### src/rtl/stage_mem.sv
// -----------------------------------------------------------------------------
// stage_mem
//   Memory-access stage sitting between the EX/MEM and MEM/WB latches.
//   Loads and stores (LB/LH/LW/LBU/LHU/SB/SH/SW) are carried out one byte at a
//   time over a shared 8-bit RAM port that is arbitrated by mem_req_o /
//   mem_gnt_i. While a transfer is in flight the stage asks the pipeline to
//   stall. Non-memory results pass straight through to write-back.
//
// Ports
//   clk, rst        clock; synchronous active-low reset
//   stall_i         MEM/WB latch held by another source (holds DONE)
//   wd_i, wreg_i    destination register / write enable from EX/MEM
//   wdata_i         ALU result, or store data for stores
//   aluop_i         operation code (selects access size and extension)
//   alusel_i        result class (load / store / other)
//   ma_addr_i       effective byte address
//   wd_o, wreg_o    destination register / write enable to MEM/WB
//   wdata_o         write-back data
//   stall_req_o     stall request to pipeline control
//   mem_req_o       RAM port request to the arbiter
//   mem_gnt_i       RAM port granted this cycle
//   mem_a_o         RAM byte address
//   mem_dout_o      RAM write byte
//   mem_wr_o        RAM write strobe (1 = write, 0 = read)
//   mem_din_i       RAM read byte, valid the cycle after a granted read
// -----------------------------------------------------------------------------
module stage_mem #(
    parameter int ADDR_W     = 32,
    parameter int REG_ADDR_W = 5,
    parameter int OP_W       = 8,
    parameter int SEL_W      = 3
) (
    input  logic                  clk,
    input  logic                  rst,
    input  logic                  stall_i,
    input  logic [REG_ADDR_W-1:0] wd_i,
    input  logic                  wreg_i,
    input  logic [31:0]           wdata_i,
    input  logic [OP_W-1:0]       aluop_i,
    input  logic [SEL_W-1:0]      alusel_i,
    input  logic [ADDR_W-1:0]     ma_addr_i,
    output logic [REG_ADDR_W-1:0] wd_o,
    output logic                  wreg_o,
    output logic [31:0]           wdata_o,
    output logic                  stall_req_o,
    output logic                  mem_req_o,
    input  logic                  mem_gnt_i,
    output logic [ADDR_W-1:0]     mem_a_o,
    output logic [7:0]            mem_dout_o,
    output logic                  mem_wr_o,
    input  logic [7:0]            mem_din_i
);

    localparam logic [OP_W-1:0] EXE_LB_OP  = OP_W'(8'b1110_0000);
    localparam logic [OP_W-1:0] EXE_LH_OP  = OP_W'(8'b1110_0001);
    localparam logic [OP_W-1:0] EXE_LW_OP  = OP_W'(8'b1110_0011);
    localparam logic [OP_W-1:0] EXE_LBU_OP = OP_W'(8'b1110_0100);
    localparam logic [OP_W-1:0] EXE_LHU_OP = OP_W'(8'b1110_0101);
    localparam logic [OP_W-1:0] EXE_SB_OP  = OP_W'(8'b1110_1000);
    localparam logic [OP_W-1:0] EXE_SH_OP  = OP_W'(8'b1110_1001);
    localparam logic [OP_W-1:0] EXE_SW_OP  = OP_W'(8'b1110_1011);

    localparam logic [SEL_W-1:0] EXE_RES_LOAD  = SEL_W'(3'b110);
    localparam logic [SEL_W-1:0] EXE_RES_STORE = SEL_W'(3'b111);

    typedef enum logic [1:0] {
        S_IDLE,
        S_ACCESS,
        S_WAIT,
        S_DONE
    } state_t;

    state_t                state_q, state_d;
    logic [1:0]            cnt_q;       // index of the byte being transferred
    logic                  rd_pend_q;   // a granted read's byte arrives this cycle
    logic [1:0]            rd_idx_q;    // which byte lane that read belongs to

    logic [1:0]            last_q;      // index of final byte (N-1)
    logic                  is_load_q;
    logic                  sext_q;
    logic [ADDR_W-1:0]     addr_q;
    logic [31:0]           data_q;
    logic [REG_ADDR_W-1:0] wd_q;
    logic                  wreg_q;
    logic [31:0]           rd_buf_q;

    logic                  mem_op;
    logic [1:0]            last_d;
    logic                  sext_d;
    logic [31:0]           load_data;

    assign mem_op = (alusel_i == EXE_RES_LOAD) || (alusel_i == EXE_RES_STORE);

    // Access size and extension from the opcode; unknown opcodes fall back
    // to a full word with no extension.
    // NOTE: every signal written in an always_comb gets a default first, so
    // no path through the case leaves it unassigned and no latch is inferred.
    always_comb begin
        last_d = 2'd3;
        sext_d = 1'b0;
        case (aluop_i)
            EXE_LB_OP:             begin last_d = 2'd0; sext_d = 1'b1; end
            EXE_LBU_OP, EXE_SB_OP: last_d = 2'd0;
            EXE_LH_OP:             begin last_d = 2'd1; sext_d = 1'b1; end
            EXE_LHU_OP, EXE_SH_OP: last_d = 2'd1;
            EXE_LW_OP, EXE_SW_OP:  last_d = 2'd3;
            default:               ;
        endcase
    end

    // Little-endian assembly of the captured bytes, then size extension.
    always_comb begin
        case (last_q)
            2'd0:    load_data = {{24{sext_q & rd_buf_q[7]}},  rd_buf_q[7:0]};
            2'd1:    load_data = {{16{sext_q & rd_buf_q[15]}}, rd_buf_q[15:0]};
            default: load_data = rd_buf_q;
        endcase
    end

    // Next state and outputs. Outputs are forced to zero while rst is low so
    // a transfer cut short by reset issues no further RAM strobes.
    always_comb begin
        state_d     = state_q;
        wd_o        = '0;
        wreg_o      = 1'b0;
        wdata_o     = '0;
        stall_req_o = 1'b0;
        mem_req_o   = 1'b0;
        mem_a_o     = '0;
        mem_dout_o  = '0;
        mem_wr_o    = 1'b0;

        case (state_q)
            S_IDLE:   if (mem_op) state_d = S_ACCESS;
            S_ACCESS: if (mem_gnt_i && (cnt_q == last_q))
                          state_d = is_load_q ? S_WAIT : S_DONE;
            S_WAIT:   state_d = S_DONE;
            S_DONE:   if (!stall_i) state_d = S_IDLE;
            default:  state_d = S_IDLE;
        endcase

        if (rst) begin
            case (state_q)
                S_IDLE: begin
                    if (mem_op) begin
                        stall_req_o = 1'b1;
                    end else begin
                        wd_o    = wd_i;
                        wreg_o  = wreg_i;
                        wdata_o = wdata_i;
                    end
                end
                S_ACCESS: begin
                    stall_req_o = 1'b1;
                    mem_req_o   = 1'b1;
                    mem_a_o     = addr_q + ADDR_W'(cnt_q);
                    if (!is_load_q) begin
                        mem_wr_o   = 1'b1;
                        mem_dout_o = data_q[{cnt_q, 3'b000} +: 8];
                    end
                end
                S_WAIT: stall_req_o = 1'b1;
                S_DONE: begin
                    wd_o = wd_q;
                    if (is_load_q) begin
                        wreg_o  = wreg_q;
                        wdata_o = load_data;
                    end
                end
                default: ;
            endcase
        end
    end

    // Control state.
    // NOTE: sequential state is assigned with <= only, so every flop samples
    // the values from before the edge regardless of statement order.
    always_ff @(posedge clk) begin
        if (!rst) begin
            state_q   <= S_IDLE;
            cnt_q     <= '0;
            rd_pend_q <= 1'b0;
            rd_idx_q  <= '0;
        end else begin
            state_q   <= state_d;
            rd_pend_q <= (state_q == S_ACCESS) && is_load_q && mem_gnt_i;
            rd_idx_q  <= cnt_q;
            if (state_q == S_IDLE)
                cnt_q <= '0;
            else if ((state_q == S_ACCESS) && mem_gnt_i)
                cnt_q <= cnt_q + 2'd1;
        end
    end

    // Transaction datapath.
    // NOTE: these registers have no reset; they are always loaded in IDLE
    // before any state that reads them, so reset would only cost wiring.
    always_ff @(posedge clk) begin
        if (state_q == S_IDLE && mem_op) begin
            addr_q    <= ma_addr_i;
            data_q    <= wdata_i;
            wd_q      <= wd_i;
            wreg_q    <= wreg_i;
            last_q    <= last_d;
            sext_q    <= sext_d;
            is_load_q <= (alusel_i == EXE_RES_LOAD);
            rd_buf_q  <= '0;
        end else if (rd_pend_q) begin
            rd_buf_q[{rd_idx_q, 3'b000} +: 8] <= mem_din_i;
        end
    end

endmodule
### config.mk
export PLATFORM = sky130hd
export DESIGN_NAME = stage_mem
export DESIGN_NICKNAME = d
export VERILOG_FILES = /design/src/rtl/stage_mem.sv
export SDC_FILE = /design/constraint.sdc
export NUM_CORES = 1
export LEC_CHECK = 0
export CAP_MARGIN = 20
export CELL_PAD_IN_SITES_DETAIL_PLACEMENT = 1
export CELL_PAD_IN_SITES_GLOBAL_PLACEMENT = 1
export CORE_MARGIN = 2
export CORE_UTILIZATION = 25
export DETAILED_ROUTE_END_ITERATION = 8
export GPL_ROUTABILITY_DRIVEN = 0
export PLACE_DENSITY_LB_ADDON = 0.1
export RECOVER_POWER = 50
export SLEW_MARGIN = 0
export SYNTH_ARGS = -nofsm -noshare
export SYNTH_HDL_FRONTEND = slang
export SYNTH_SLANG_ARGS = --single-unit
### constraint.sdc
create_clock -name clk -period 4 [get_ports clk]
set_clock_uncertainty 0.05 [all_clocks]
set_input_delay 1 -clock clk [delete_from_list [all_inputs] [get_ports clk]]
set_output_delay 1 -clock clk [all_outputs]
set_load 0.02 [all_outputs]
Word-level counts from Yosys, hierarchy flattened --
Index checks and enable logic that the tools add are counted.
Operators by class: add/subtract/negate cells 3, eq/ne operators 16, shifts and indexed selects 3, muxes and demuxes 33, bitwise operators 3, reduce and logical (&&, ||, !) cells 14
Operators with widths (number):
- 2-to-1 mux 32 bit | 5
- case mux 32 bit (2 select lines) | 2
- equality test 8 bit, second input constant | 6
- adder 32 x 2 -> 32 bit | 1
- bitwise mux 32 bit | 1
- variable shift 8 x 7 -> 32 bit, first input constant | 1
- indexed part select 32 x 6 -> 8 bit | 1
- indexed part select 8 x 7 -> 32 bit | 1
- 2-to-1 mux 8 bit | 3
- 2-to-1 mux 1 bit | 12
- 2-to-1 mux 5 bit | 2
- case mux 5 bit (2 select lines) | 1
- case mux 2 bit (4 select lines) | 1
- negation 5 -> 7 bit | 1
- equality test 3 bit, second input constant | 2
- 2-to-1 mux 2 bit | 3
- != test 2 bit, second input constant | 3
- OR reduction 2 bit | 3
- OR reduction 3 bit | 2
- logical AND 1 bit | 5
- equality test 2 x 1 -> 1 bit, second input constant | 2
- equality test 2 bit, second input constant | 2
- zero test 2 bit | 2
- case mux 1 bit (2 select lines) | 2
- 7 further kinds | 8
Word-level totals: register bits 113, input port bits 93, output and inout port bits 81, logic and storage cells 84

Depth between registers and ports, before layout --
Gate-level depths: netlist of run 1.
word-level depth 5, gate-level depth with buffers 8, gate-level depth less buffers 7

Worst setup path before layout of run 1 --
OpenSTA, ideal clock, no wires.
kind input to register, start in alusel_i[2], end reg addr_q[0] (enable), setup time 0.467 ns, data arrival time 3.555 ns, required time 3.483 ns, setup slack -0.072 ns, stages on the path 3, path buffers 1, path through nand2_1 -> nor2_1 -> clkbuf_1
Between the ends: word-level cells in the longest chain between the ends 3, elaborated cells on any way between the ends 4, classes of those cells 2 x eq/ne; 2 x reduce/logical
RTL lines:
- from (decl) | line 40 | input logic [SEL_W-1:0] alusel_i,
- equality test 3 bit | line 92 | assign mem_op = (alusel_i == EXE_RES_LOAD) || (alusel_i == EXE_RES_STORE);
- logical OR 1 bit (*) | line 92
- logical AND 1 bit (*) | line 199 | if (state_q == S_IDLE && mem_op) begin
- to (signal assigned) | line 200 | addr_q <= ma_addr_i;
- to (decl) | line 81 | logic [ADDR_W-1:0] addr_q;
Every way passes the cells marked *; elsewhere a longest branch is shown, timed or not. A chain may end at the register's enable or synchronous reset.

Worst setup path after layout of run 1 --
start in rst, end out mem_dout_o[2]
Between the ends: word-level cells in the longest chain between the ends 1
RTL lines:
- from (decl) | line 34 | input logic rst,
- 2-to-1 mux 8 bit | line 142 | if (rst) begin
- to (decl) | line 49 | output logic [7:0] mem_dout_o,
No other way between the ends.

==> flow_summary.ini, run 1 <==
[synth]
synth.area.top_cells = sky130_fd_sc_hd__edfxtp_1 39%, sky130_fd_sc_hd__dfxtp_1 14%, sky130_fd_sc_hd__a22oi_1 6.0%
synth_enable_flop_cells = 74
synth_fp_nets = 652
synthMostInstantiatedCell = sky130_fd_sc_hd__nor2_1
synth_commonest_cells = 76 x sky130_fd_sc_hd__nor2_1, 74 x sky130_fd_sc_hd__edfxtp_1, 46 x sky130_fd_sc_hd__a22oi_1, 45 x sky130_fd_sc_hd__a21oi_1, 39 x sky130_fd_sc_hd__dfxtp_1
synth-main-ff-cell = sky130_fd_sc_hd__edfxtp_1
yosys.area.top_type = sky130_fd_sc_hd__edfxtp_1
postSynthAreaPerCell_um2 = 10.5
synth-warning-count = 0
area_share_of_the_largest_cell_type_after_synthesis_pct = 38.8
synth.cell_area_mm2 = 0.00573
ys_seq_elements = 113
synthCells = 547
async_flop_share_pct = 0
synth_cell_types = 51
synth.yosys.seq_area_share_pct = 52.4

[placement]
detailedPlacementHpwl_um = 15400
io_buffers = 173
detailedPlace.worstSlack_ns = -0.0434
dpl-instance-area_mm2 = 0.00790

[global_routing]
overflow = 0
grt_max_degree = 63
grtUsageTotal_pct = 17.3
grt_antenna_before_repair = 1
grt_pass1_vias = 5434
grt_first_pass_wirelength_um = 31900

[critical_path]
worstSetupStartpoint = rst
crit_required_ns = 2.95
worstReg2RegStart = state_q[0]$_SDFFE_PN0P_
crit_path_max_fo = 8
endpoint_kind = output port
critPathLaunchType = primary input
worst-endpoint-arrival_ns = 2.87
path_class = in2out

[floorplan]
floorplan.rows = 55
die_height_um = 155
floorplan.die.width_um = 155
core_area_mm2 = 0.0226
initial_core_util_pct = 25.4
fp.dieArea_mm2 = 0.0241
io-pin-count = 174

[sta]
timing_worst_slew_pin_value_ns = 1.27
final_worst_path_cycle_share_pct = 98.1
pins_over_their_slew_limit = 0
rsz0062_at_grt = false
max_freq_mhz = 255
worst_slack_ns = 0.0774
timing.final.setup_violations = 0
slew-limit-headroom_pct = 15.5
period_needed_ns = 3.92
report.final.hold_viol_count = 0

[final_layout]
nFillCells = 2521
design_area_mm2 = 0.00858
layout.nets = 839
sequential_cell_area_mm2 = 0.00300
drive_gt1_share_pct = 11.2
syn2layout_area_growth_pct = 49.8
multi_input_area_mm2 = 0.00253

[routing]
detail_route.wirelength_um = 20800
drt_iter0_drc = 241
routed-via-count = 5086
dr.pass1.iters = 4
drt.antenna.violating_nets = 0
drc = 0
route.detailed.vias_per_inst = 4.92
detail_route.wl_per_cell_um = 20.1

[clock_network]
root_driver = sky130_fd_sc_hd__clkbuf_16
clock_tree.htree_level_count = 4
cts.path.max_buffers = 2
cts.hold.buffers_added = 0
cts_tree = built
clk_sinks = 113
cts.clk_slew.worst_paths_ns = 0.06
clock_latency_ns = 0.42
total_cts_buffers = 17

[power]
pwr_density_cell_mw_per_mm2 = 530
power.ir.vdd_worst_uv = 175
power_leakage_nw = 3.09
p_total_w = 0.00455

[min_path]
hold_path.startpoint = rd_buf_q[28]$_SDFFE_PP0P_
holdCritPathClass = reg2reg

[job]
timing.max_cap.violations = 0

[outcome]
run_status = finished clean
==> cell type report <==
cell class                 instances  share of cell area (%)
antenna                            1                  0.0292
clock buffer                      21                    5.86
clock inverter                    11                    1.42
inverter                          25                    1.09
multi-input combinational        378                    29.5
sequential                       113                    35.0
tap                              285                    4.16
timing repair buffer             199                    22.9
==> timing repair <==
item | in CTS | in global routing
gates resized for setup | 16 | 7
setup endpoints to repair | 17 | 7
buffers inserted | 2 | 2
pin swaps | 0 | 0
==> critical path, stage by stage <==
cell and delay [ns]:
sky130_fd_sc_hd__clkdlybuf4s50_1 0.52, sky130_fd_sc_hd__nand2_2 0.14, sky130_fd_sc_hd__nor2_1 0.18, sky130_fd_sc_hd__buf_4 0.19
sky130_fd_sc_hd__and2_1 0.20, sky130_fd_sc_hd__clkdlybuf4s50_1 0.64
==> per-stage QoR <==
stage                     hold WS, ns  std cells  setup TNS [ns]  utilization [%]
after floorplan                 0.420        547               0                -
after global placement          0.436        996         -0.0912             35.0
after detailed placement        0.455        996         -0.0824             35.0
after CTS                       0.471       1030               0             37.9
after global routing            0.495       1033               0             38.0
final                           0.462       1033               0             38.0
==> sequential cells by signal, summed over array words and instances, names as in the netlist <==
name,count
addr_q,32
data_q,32
rd_buf_q,32
wd_q,5
cnt_q,2
last_q,2
rd_idx_q,2
state_q,2
is_load_q,1
rd_pend_q,1
sext_q,1
wreg_q,1
==> cells by family after synthesis <==
kind of cell	Yosys count	share of synthesized area, %
AOI/OAI and AO/OA	148	17.6
adders and majority gates	12	2.75
buffers and inverters	56	4.09
xor gates and xnor gates	16	2.45
DFF	113	52.4
and+or+nand+nor	193	17.3
muxes	9	3.34
==> power breakdown <==
part | leakage (nW) | internal [W] | switching (W)
Clock | 0.310 | 0.00103 | 0.000574
Sequential | 0.997 | 0.00140 | 0.0000892
Combinational | 1.78 | 0.000613 | 0.000843
==> path summary, 6_finish.rpt <==
kind	slack, ns	end	cells after the start
worst max-delay path	0.08	mem_dout_o[2]	6
worst min-delay path	0.46	rd_buf_q[28]$_SDFFE_PP0P_	2
worst max register to register	0.77	data_q[2]$_DFFE_PP_	6
worst min register to register	0.46	rd_buf_q[28]$_SDFFE_PP0P_	2
==> routing by layer <==
layer / track usage [%] / share of wire (%)
met1: 21.6 / 44
met2: 29.9 / 50
met3: 3.68 / 3.9
met4: 5.11 / 1.6
met5: 0 / 0
==> cell usage in the layout (no fill, tap or decap), drive strengths merged, types with 4 or more instances in the layout <==
master	instances
o21a	4
inv	28
o21ai	9
and3	7
a21oi	45
edfxtp	74
nand4	12
and2	11
dlygate4sd2	11
clkbuf	23
clkdlybuf4s50	83
clkinv	5
buf	24
xor2	10
o311ai	4
nand2b	5
a211o	16
o41ai	4
nor2	76
dfxtp	39
a21o	4
dlygate4sd3	72
or4	13
nor4	4
xnor2	6
a22oi	46
nand2	38
o31ai	9
nand3	14
ha	11
mux4	8
dlymetal6s2s	7
Note: power is estimated with default switching activity, not from simulation.
==> inputs of run 2 (changes only) <==
--- a/config.mk
+++ b/config.mk
@@ -5,11 +5,13 @@
 export SDC_FILE = /design/constraint.sdc
 export NUM_CORES = 1
 export LEC_CHECK = 0
+export ABC_CLOCK_PERIOD_IN_PS = 4000
 export CAP_MARGIN = 20
 export CELL_PAD_IN_SITES_DETAIL_PLACEMENT = 1
 export CELL_PAD_IN_SITES_GLOBAL_PLACEMENT = 1
 export CORE_MARGIN = 2
 export CORE_UTILIZATION = 25
+export CTS_CLUSTER_DIAMETER = 150
 export DETAILED_ROUTE_END_ITERATION = 8
 export GPL_ROUTABILITY_DRIVEN = 0
 export PLACE_DENSITY_LB_ADDON = 0.1
==> results of run 2 <==
The final DEF is identical to that of run 1; final timing and power are the same.
==> inputs of run 3 (changes only) <==
--- a/config.mk
+++ b/config.mk
@@ -14,6 +14,7 @@
 export CTS_CLUSTER_DIAMETER = 150
 export DETAILED_ROUTE_END_ITERATION = 8
 export GPL_ROUTABILITY_DRIVEN = 0
+export GPL_TIMING_DRIVEN = 0
 export PLACE_DENSITY_LB_ADDON = 0.1
 export RECOVER_POWER = 50
 export SLEW_MARGIN = 0
==> flow_summary.ini, run 3 (synthesis gave the netlist of run 1 again) <==
[routing]
drt.antenna.violating_nets = 0
detail_route.wl_per_cell_um = 20.4
route.detailed.vias_per_inst = 4.94
dr.pass1.iters = 6
detail_route.wirelength_um = 21200
drt_iter0_drc = 280
drc = 0
routed-via-count = 5137

[sta]
max_freq_mhz = 258
timing.final.setup_violations = 0
final_worst_path_cycle_share_pct = 96.9
fin_tns_setup_ns = 0
pins_over_their_slew_limit = 18
period_needed_ns = 3.88
report.final.hold_viol_count = 0
timing_worst_slew_pin_value_ns = 1.54
slew-limit-headroom_pct = -4.19

[global_routing]
grtUsageTotal_pct = 17.5
grt_pass1_vias = 5366
grt_antenna_before_repair = 0
grt_first_pass_wirelength_um = 31800
grt_max_degree = 44
overflow = 0

[min_path]
worst_hold_path.num_cells = 2
holdCritPathClass = reg2reg

[clock_network]
clock_latency_ns = 0.42
root_driver = sky130_fd_sc_hd__clkbuf_16
clk_sinks = 113
cts.path.max_buffers = 2
clock_tree.htree_level_count = 4
cts.clk_slew.worst_paths_ns = 0.06
total_cts_buffers = 17
cts_tree = built

[critical_path]
critPathLaunchType = flop
timing.reg2reg.worst_path_depth = 5
worstReg2RegStart = rd_idx_q[0]$_SDFF_PN0_
worst_path_max_delay_cell = sky130_fd_sc_hd__or4_1
path_class = reg2out
critPathMaxStageDelay_ns = 0.56
worstSetupStartpoint = addr_q[9]$_DFFE_PP_
critical_path.cell_chain = nand3_2 > or4_1 > buf_2 > or4_1 > a21oi_1 > dlygate4sd2_1
endpoint_kind = output port
cp-endpoint = mem_a_o[31]
worst_r2r_endpoint = rd_buf_q[6]$_SDFFE_PP0P_
reg2reg_slack_ns = 1.24
crit_required_ns = 2.95
worst-endpoint-arrival_ns = 2.83
crit_path_max_fo = 10
crit_path_frequent_cell = sky130_fd_sc_hd__or4_1

[power]
pwr_density_cell_mw_per_mm2 = 532
power.ir.vdd_worst_uv = 202
power_leakage_nw = 3.18
p_total_w = 0.00453

[floorplan]
fp.dieArea_mm2 = 0.0241
floorplan.die.width_um = 155
floorplan.rows = 55
io-pin-count = 174
initial_core_util_pct = 25.4
core_area_mm2 = 0.0226
die_height_um = 155

[job]
timing.max_cap.violations = 2

[final_layout]
most-common-layout-cells = 74 x sky130_fd_sc_hd__nor2_1, 74 x sky130_fd_sc_hd__edfxtp_1, 72 x sky130_fd_sc_hd__dlygate4sd3_1
drive_gt1_share_pct = 10.9
finalCoreUtilization_pct = 37.8
layout.nets = 846
top_regs = addr_q x32, data_q x32, rd_buf_q x32
syn2layout_area_growth_pct = 48.9
nFillCells = 2521

[placement]
detailedPlacementHpwl_um = 16300
io_buffers = 172

[outcome]
run_status = finished, violations left
violations = capacitance limit, slew limit
-- run 3: layout make-up --
cell class              count  area, µm²  share of cell area [%]
flip-flops and latches    113       3000                    35.2
multi-input cells         378       2520                    29.5
repair buffers            177       1750                    20.6
clock buffers              23        554                    6.50
well taps                 285        357                    4.18
plain buffers              29        159                    1.86
inverters                  25       93.8                    1.10
clock inverters             9       83.8                   0.983
diodes                      1       2.50                  0.0294
-- run 3: how the worst min path moves through the flow --
stage	start	to	slack, ns
floorplan	rd_buf_q[10]$_SDFFE_PP0P_	rd_buf_q[10]$_SDFFE_PP0P_	0.42
global placement	rd_buf_q[11]$_SDFFE_PP0P_	rd_buf_q[11]$_SDFFE_PP0P_	0.44
detailed placement	rd_buf_q[20]$_SDFFE_PP0P_	rd_buf_q[20]$_SDFFE_PP0P_	0.45
CTS	rd_buf_q[20]$_SDFFE_PP0P_	rd_buf_q[20]$_SDFFE_PP0P_	0.47
global route	rd_buf_q[21]$_SDFFE_PP0P_	rd_buf_q[21]$_SDFFE_PP0P_	0.49
finish	rd_buf_q[21]$_SDFFE_PP0P_	rd_buf_q[21]$_SDFFE_PP0P_	0.46
-- run 3: power by group --
group          leakage (nW)  internal (W)  switching (W)
clock network         0.320       0.00104       0.000573
logic                  1.87      0.000549       0.000877
registers             0.997       0.00140      0.0000906
total                  3.18       0.00299        0.00154
-- run 3: layer usage --
metal	vias to the layer above	track usage, %	wire, µm
met5	-	0	0
met3	16	3.40	657
li1	2453	-	-
met4	0	4.94	240
met1	2553	21.2	9260
met2	115	31.4	11100
-- run 3: metrics by stage --
| step | cell area [µm²] | setup slack [ns] | cells | hold slack (ns) |
|---|---|---|---|---|
| final | 8530 | 0.124 | 1040 | 0.463 |
| after global routing | 8520 | -0.000227 | 1039 | 0.491 |
| after CTS | 8490 | 0.00914 | 1038 | 0.469 |
| after detailed placement | 7830 | -0.919 | 1005 | 0.452 |
| after global placement | 7800 | -0.955 | 1004 | 0.437 |
| after floorplan | 5730 | 0.680 | 547 | 0.420 |
-- run 3: critical path, delay by kind of cell, from the launching register on --
kind,cells,cell delay [ns]
flip-flops,1,0.44
AO/OA/AOI/OAI,1,0.16
AND/OR/NAND/NOR,3,1.27
buffers and inverters,2,0.55
-- run 3: what timing repair did --
| action | CTS | global route |
|---|---|---|
| gates resized for setup | 52 | 25 |
| endpoints found under the setup margin | 58 | 33 |
| hold buffers | 0 | 0 |
| buffers inserted | 3 | 1 |
| pin swaps | 1 | 0 |
